### src/rtl/shell_engine.sv
// Single tank shell: fires on a fire edge, steps across the 128x128 world,
// checks target/obstruction per cell and draws a 4x4 pixel overlay.
module shell_engine #(
    parameter int unsigned STEP_TICKS  = 1_000_000,
    parameter int unsigned MAX_STEPS   = 64,
    parameter logic [11:0] SHELL_COLOR = 12'hF00
) (
    input  logic        clock,
    input  logic        reset,
    input  logic        fire,
    input  logic [7:0]  shooter_x,
    input  logic [7:0]  shooter_y,
    input  logic [7:0]  shooter_info,
    input  logic [7:0]  target_x,
    input  logic [7:0]  target_y,
    input  logic        target_burst,
    output logic [6:0]  map_x,
    output logic [6:0]  map_y,
    input  logic [1:0]  map_val,
    input  logic [11:0] pixel_column,
    input  logic [11:0] pixel_row,
    output logic        hit,
    output logic        busy,
    output logic        shell_icon,
    output logic [11:0] shell_c
);

    localparam int unsigned TICK_W = $clog2(STEP_TICKS);
    localparam int unsigned STEP_W = $clog2(MAX_STEPS + 1);
    localparam logic [TICK_W-1:0] TICK_LOAD = TICK_W'(STEP_TICKS - 1);
    localparam logic [STEP_W-1:0] STEP_LAST = STEP_W'(MAX_STEPS - 1);

    typedef enum logic [2:0] {
        S_IDLE, S_FLY, S_MOVE, S_WAIT1, S_WAIT2, S_CHECK
    } state_t;

    state_t            state;
    logic              fire_d;
    logic [1:0]        dir;
    logic [6:0]        sx;
    logic [6:0]        sy;
    logic [TICK_W-1:0] tick_cnt;
    logic [STEP_W-1:0] step_cnt;

    logic              fire_edge;
    logic              edge_out;
    logic [6:0]        next_x;
    logic [6:0]        next_y;
    logic              in_box;
    logic              on_pix;
    logic [11:0]       col_base;
    logic [11:0]       row_base;
    logic              unused_ok;

    assign fire_edge = fire & ~fire_d;
    assign unused_ok = ^{shooter_info[7:3], map_val[0]};

    // Next cell one step along the latched direction (0 N, 1 E, 2 S, 3 W)
    always_comb begin
        next_x   = sx;
        next_y   = sy;
        edge_out = 1'b0;
        case (dir)
            2'd0: if (sy == 7'd0)   edge_out = 1'b1; else next_y = sy - 7'd1;
            2'd1: if (sx == 7'd127) edge_out = 1'b1; else next_x = sx + 7'd1;
            2'd2: if (sy == 7'd127) edge_out = 1'b1; else next_y = sy + 7'd1;
            default: if (sx == 7'd0) edge_out = 1'b1; else next_x = sx - 7'd1;
        endcase
    end

    // Target box is 4 cells wide, 6 cells tall; compare in 9 bits so it never wraps
    always_comb begin
        in_box = ({2'b00, sx} >= {1'b0, target_x}) &&
                 ({2'b00, sx} <= ({1'b0, target_x} + 9'd3)) &&
                 ({2'b00, sy} >= {1'b0, target_y}) &&
                 ({2'b00, sy} <= ({1'b0, target_y} + 9'd5));
    end

    always_comb begin
        col_base = {2'b00, sx, 3'b000};
        row_base = 12'(sy) * 12'd6;
        on_pix   = (pixel_column >= col_base) && (pixel_column <= col_base + 12'd3) &&
                   (pixel_row >= row_base) && (pixel_row <= row_base + 12'd3);
    end

    always_ff @(posedge clock) begin
        if (!reset) begin
            state      <= S_IDLE;
            fire_d     <= 1'b0;
            dir        <= 2'd0;
            sx         <= 7'd0;
            sy         <= 7'd0;
            tick_cnt   <= '0;
            step_cnt   <= '0;
            map_x      <= 7'd0;
            map_y      <= 7'd0;
            hit        <= 1'b0;
            busy       <= 1'b0;
            shell_icon <= 1'b0;
            shell_c    <= 12'h000;
        end else begin
            fire_d     <= fire;
            hit        <= 1'b0;
            shell_icon <= busy && on_pix;
            shell_c    <= (busy && on_pix) ? SHELL_COLOR : 12'h000;
            case (state)
                S_IDLE: begin
                    // Only the four cardinal orientations (bit 0 clear) launch a shell
                    if (fire_edge && !shooter_info[0]) begin
                        dir      <= shooter_info[2:1];
                        sx       <= 7'(shooter_x + 8'd2);
                        sy       <= 7'(shooter_y + 8'd3);
                        step_cnt <= '0;
                        tick_cnt <= TICK_LOAD;
                        busy     <= 1'b1;
                        state    <= S_FLY;
                    end
                end
                S_FLY: begin
                    if (tick_cnt == '0) state <= S_MOVE;
                    else                tick_cnt <= tick_cnt - TICK_W'(1);
                end
                S_MOVE: begin
                    if (edge_out || step_cnt == STEP_LAST) begin
                        busy  <= 1'b0;
                        state <= S_IDLE;
                    end else begin
                        sx       <= next_x;
                        sy       <= next_y;
                        map_x    <= next_x;
                        map_y    <= next_y;
                        step_cnt <= step_cnt + STEP_W'(1);
                        state    <= S_WAIT1;
                    end
                end
                S_WAIT1: state <= S_WAIT2;
                S_WAIT2: state <= S_CHECK;
                S_CHECK: begin
                    // A live target beats an obstruction in the same cell
                    if (in_box && !target_burst) begin
                        hit   <= 1'b1;
                        busy  <= 1'b0;
                        state <= S_IDLE;
                    end else if (map_val[1]) begin
                        busy  <= 1'b0;
                        state <= S_IDLE;
                    end else begin
                        tick_cnt <= TICK_LOAD;
                        state    <= S_FLY;
                    end
                end
                default: begin
                    busy  <= 1'b0;
                    state <= S_IDLE;
                end
            endcase
        end
    end

endmodule

### config.mk
export PLATFORM = sky130hd
export DESIGN_NAME = shell_engine
export DESIGN_NICKNAME = d
export VERILOG_FILES = /design/src/rtl/shell_engine.sv
export SDC_FILE = /design/constraint.sdc
export NUM_CORES = 1
export LEC_CHECK = 0
export CAP_MARGIN = 20
export CORE_ASPECT_RATIO = 1.5
export CORE_MARGIN = 10
export CORE_UTILIZATION = 25
export CTS_CLUSTER_DIAMETER = 150
export DETAILED_ROUTE_END_ITERATION = 12
export PLACE_DENSITY = 0.53
export SLEW_MARGIN = 10
export SYNTH_ARGS = -nofsm -noshare
export SYNTH_HDL_FRONTEND = slang
export SYNTH_SLANG_ARGS = --single-unit
### constraint.sdc
create_clock -name clock -period 9.3 [get_ports clock]
set_clock_uncertainty 0.05 [all_clocks]
set_input_delay 2.79 -clock clock [delete_from_list [all_inputs] [get_ports clock]]
set_output_delay 2.79 -clock clock [all_outputs]
set_load 0.02 [all_outputs]
==> summary.txt <==
Job
  – Max-cap viol count: 0

Worst hold path
  – Hold endpoint: step_cnt[6]$_SDFFE_PN0P_
  – WHS Path Cells: 1
  – Hold Crit Class: reg -> reg
  – Hold Startpoint: step_cnt[6]$_SDFFE_PN0P_

CTS
  – Hold_buf cts: 0
  – Worst-Skew Late Latency: 0.35 ns
  – Clk slew on worst S/H paths: 0.06 ns
  – Inserted Clock Buffers: 9
  – Post_cts resized: 0
  – H-tree depth: 3
  – CTS root buffer: clkbuf_16
  – CTS tree: built
  – Clk buf depth: 2
  – Post-CTS Setup Inserts: 0
  – Clock sinks: 64

Pwr
  – Leak: 2.64 nW
  – Sw frac: 35.5%
  – Comb pwr share: 32.0%
  – Peak supply drop: 85.7 uV
  – Pwr Total: 0.942 mW
  – Internal power: 0.608 mW
  – Part of the power in registers: 34.1%
  – Clock share of power: 33.9%
  – Sw Pwr: 0.334 mW
  – Power per cell area: 135 mW/mm2

Die
  – Io pins: 99
  – Die area: 0.0293 mm2
  – Die Wd: 143 um
  – Vert. Die Dim: 205 um
  – Row cnt: 67
  – CORE AREA: 0.0224 mm2
  – Starting Density: 25.4%

Drt
  – # DRC: 0
  – Antenna viol nets, final: 0
  – WL/cell: 16.5 um
  – 1st-iter DRT viols: 207
  – First drt pass iteration count: 4
  – Final WL: 17600 um
  – Vias: 5410
  – Via density: 5.09

Finish
  – Area of the multi-input gates: 0.00406 mm2
  – Share of cells above drive strength 1: 5.21%
  – Fill cells: 2348
  – Antenna diode count: 0
  – Commonest non-fill, non-tap cells in the layout: clkdlybuf4s50_1 (82), ha_1 (78), nor2_1 (64), dfxtp_1 (64), nand2_1 (56)
  – Commonest non-fill, non-tap cell in the layout: clkdlybuf4s50_1
  – Nets: 932
  – Register area: 0.00128 mm2
  – Area delta synth->final: 22.8%
  – Post-Layout Inst Area: 0.00699 mm2

Logic synthesis
  – Ys Warns: 0
  – Mapped cell area: 0.00569 mm2
  – Most used DFF post-synth: dfxtp_1
  – Ys async rst share: 0%
  – Cells after synthesis: 713
  – Post-synth cell types: 83
  – Syn_area_per_cell: 7.99 um2
  – Largest cells by area after synthesis: dfxtp_1 (23%), ha_1 (17%), xnor2_1 (5.2%)
  – Share of the synthesized area in the top cell type: 22.5%
  – Number of flops mapped to enable cells by yosys: 0
  – Dominant cell type by area after synthesis: dfxtp_1
  – Sequential area share after synthesis: 22.5%
  – Yosys reg bits: 64

Placement
  – GP Congestion: 0.875
  – Pre-CTS setup slack: 2.74 ns
  – Dpl cell area: 0.00672 mm2
  – Post-DP HPWL: 14100 um
  – IO Port Bufs: 82

Setup path
  – Arrival time worst endpoint: 6.41 ns
  – R2R Setup Slk: 5.51 ns
  – Reg2reg end: shell_c[10]$_SDFF_PN0_
  – Crit Path Category: in -> reg
  – CP peak stage delay: 0.59 ns
  – CP cell instances: clkdlybuf4s50_1 -> ha_1 -> nor2_1 -> or4_1 -> xnor2_1 -> ha_1 -> nand2_1 -> o311ai_1 -> a2111oi_0 -> or3_1 -> nand4_1 -> nand3_2 -> o31ai_1
  – Kind of cell adding the most delay to the critical path: simple AND/OR/NAND/NOR gates
  – CP endpoint kind: flop
  – Slowest CP cell: clkdlybuf4s50_1
  – Worst endpoint required time: 9.51 ns
  – Most used cell, CP: ha_1
  – Crit-path max FO: 8
  – Worst Reg-to-Reg Cells: 14
  – RR Startpoint: sy[1]$_SDFFE_PN0P_
  – Crit path launch type: primary input
  – Buf/Inv on CP: 1

Timing
  – Max-slew violations: 0
  – Final worst path period need: 6.20 ns
  – Setup violators final: 0
  – Fin. Hold Viols: 0
  – Unrepaired setup endpoints after global routing: false
  – Setup TNS: 0 ns
  – Final Worst Setup Slack: 3.10 ns
  – Worst slew pin tran: 0.935 ns
  – Slew HR: 37.3%
  – Maximum clock rate: 0.161 GHz
  – Fin crit share: 66.7%

Global routing
  – Tot GR Track Use: 12.1%
  – Grt ovf: 0
  – First-pass GRT wire length: 28100 um
  – Largest net degree at the start of global routing: 38
  – Antenna violations before repair: 0
  – Via count of the first global-routing pass: 5556

Status
  – Run status: completed
## kinds of logic after synthesis
kind of cell,count (synthesis),synth area share (%)
AOI/OAI and AO/OA,181,22.2
xor gates and xnor gates,43,6.61
buffers and inverters,84,6.75
adders and majority gates,79,17.5
muxes,10,1.80
DFF,64,22.5
and+or+nand+nor,251,22.5
other,1,0.0659
## cells in the mapped netlist (all sizes together), types with 4 or more instances
cell / count
nand3: 29
clkbuf: 16
nor3: 26
or3: 10
o2111ai: 4
nand4: 14
nor2: 65
nor4: 5
o31ai: 9
nor2b: 5
o22ai: 7
a211oi: 14
nor3b: 5
xor2: 9
buf: 18
dfxtp: 64
o21a: 6
or4: 5
and3: 5
o311ai: 4
nand3b: 4
a21o: 7
o21ai: 38
mux2i: 8
a31oi: 7
nand2: 56
inv: 49
o211ai: 7
nand2b: 5
a221oi: 5
a21oi: 35
a21boi: 7
ha: 78
xnor2: 34
a2111oi: 4
and2: 8
## state kept, by name (all words and copies together), names as in the netlist
| signal | flops |
|---|---|
| busy | 1 |
| step_cnt | 7 |
| hit | 1 |
| dir | 2 |
| state | 3 |
| fire_d | 1 |
| map_x | 7 |
| sy | 7 |
| sx | 7 |
| tick_cnt | 20 |
| map_y | 7 |
| shell_c | 1 |
## power by group through the flow
stage | Clock, mW | Sequential (mW) | Combinational [mW]
after floorplan | 0 | 0.317 | 0.221
after global placement | 0 | 0.326 | 0.302
after detailed placement | 0 | 0.327 | 0.303
after CTS | 0.328 | 0.321 | 0.305
after global routing | 0.341 | 0.325 | 0.342
final | 0.319 | 0.321 | 0.301
## layer usage
layer / vias to the layer above / wire [um] / track usage [%]
li1: 2743 / - / -
met1: 2517 / 6360 / 11.5
met2: 108 / 9830 / 23.7
met3: 42 / 631 / 2.55
met4: 0 / 737 / 5.93
met5: - / 0 / 0
## final cells by class
class | count | area share, %
sequential | 64 | 18.3
tap | 276 | 4.94
multi-input combinational | 572 | 58.0
clock buffer | 10 | 3.42
timing repair buffer | 86 | 12.2
inverter | 50 | 2.68
clock inverter | 5 | 0.483
## worst max-delay path by stage
stage          cells past startpoint        start                        end
2_1_floorplan                     12  target_y[0]  tick_cnt[19]$_SDFFE_PN0P_
3_3_place_gp                      13  target_y[0]   tick_cnt[9]$_SDFFE_PN0P_
4_1_cts                           13  target_y[0]   tick_cnt[4]$_SDFFE_PN0P_
3_5_place_dp                      13  target_y[0]   tick_cnt[2]$_SDFFE_PN0P_
5_1_grt                           13  target_y[0]   tick_cnt[9]$_SDFFE_PN0P_
6_report                          13  target_y[0]   tick_cnt[2]$_SDFFE_PN0P_
## stage by stage
step | utilization [%] | hold slack, ns | std cells
after floorplan | - | 0.398 | 720
after global placement | 30.0 | 0.411 | 1048
after detailed placement | 30.0 | 0.414 | 1048
after CTS | 31.2 | 0.422 | 1063
after global routing | 31.2 | 0.428 | 1063
final | 31.2 | 0.419 | 1063
Power figures use the tool's default switching activity.
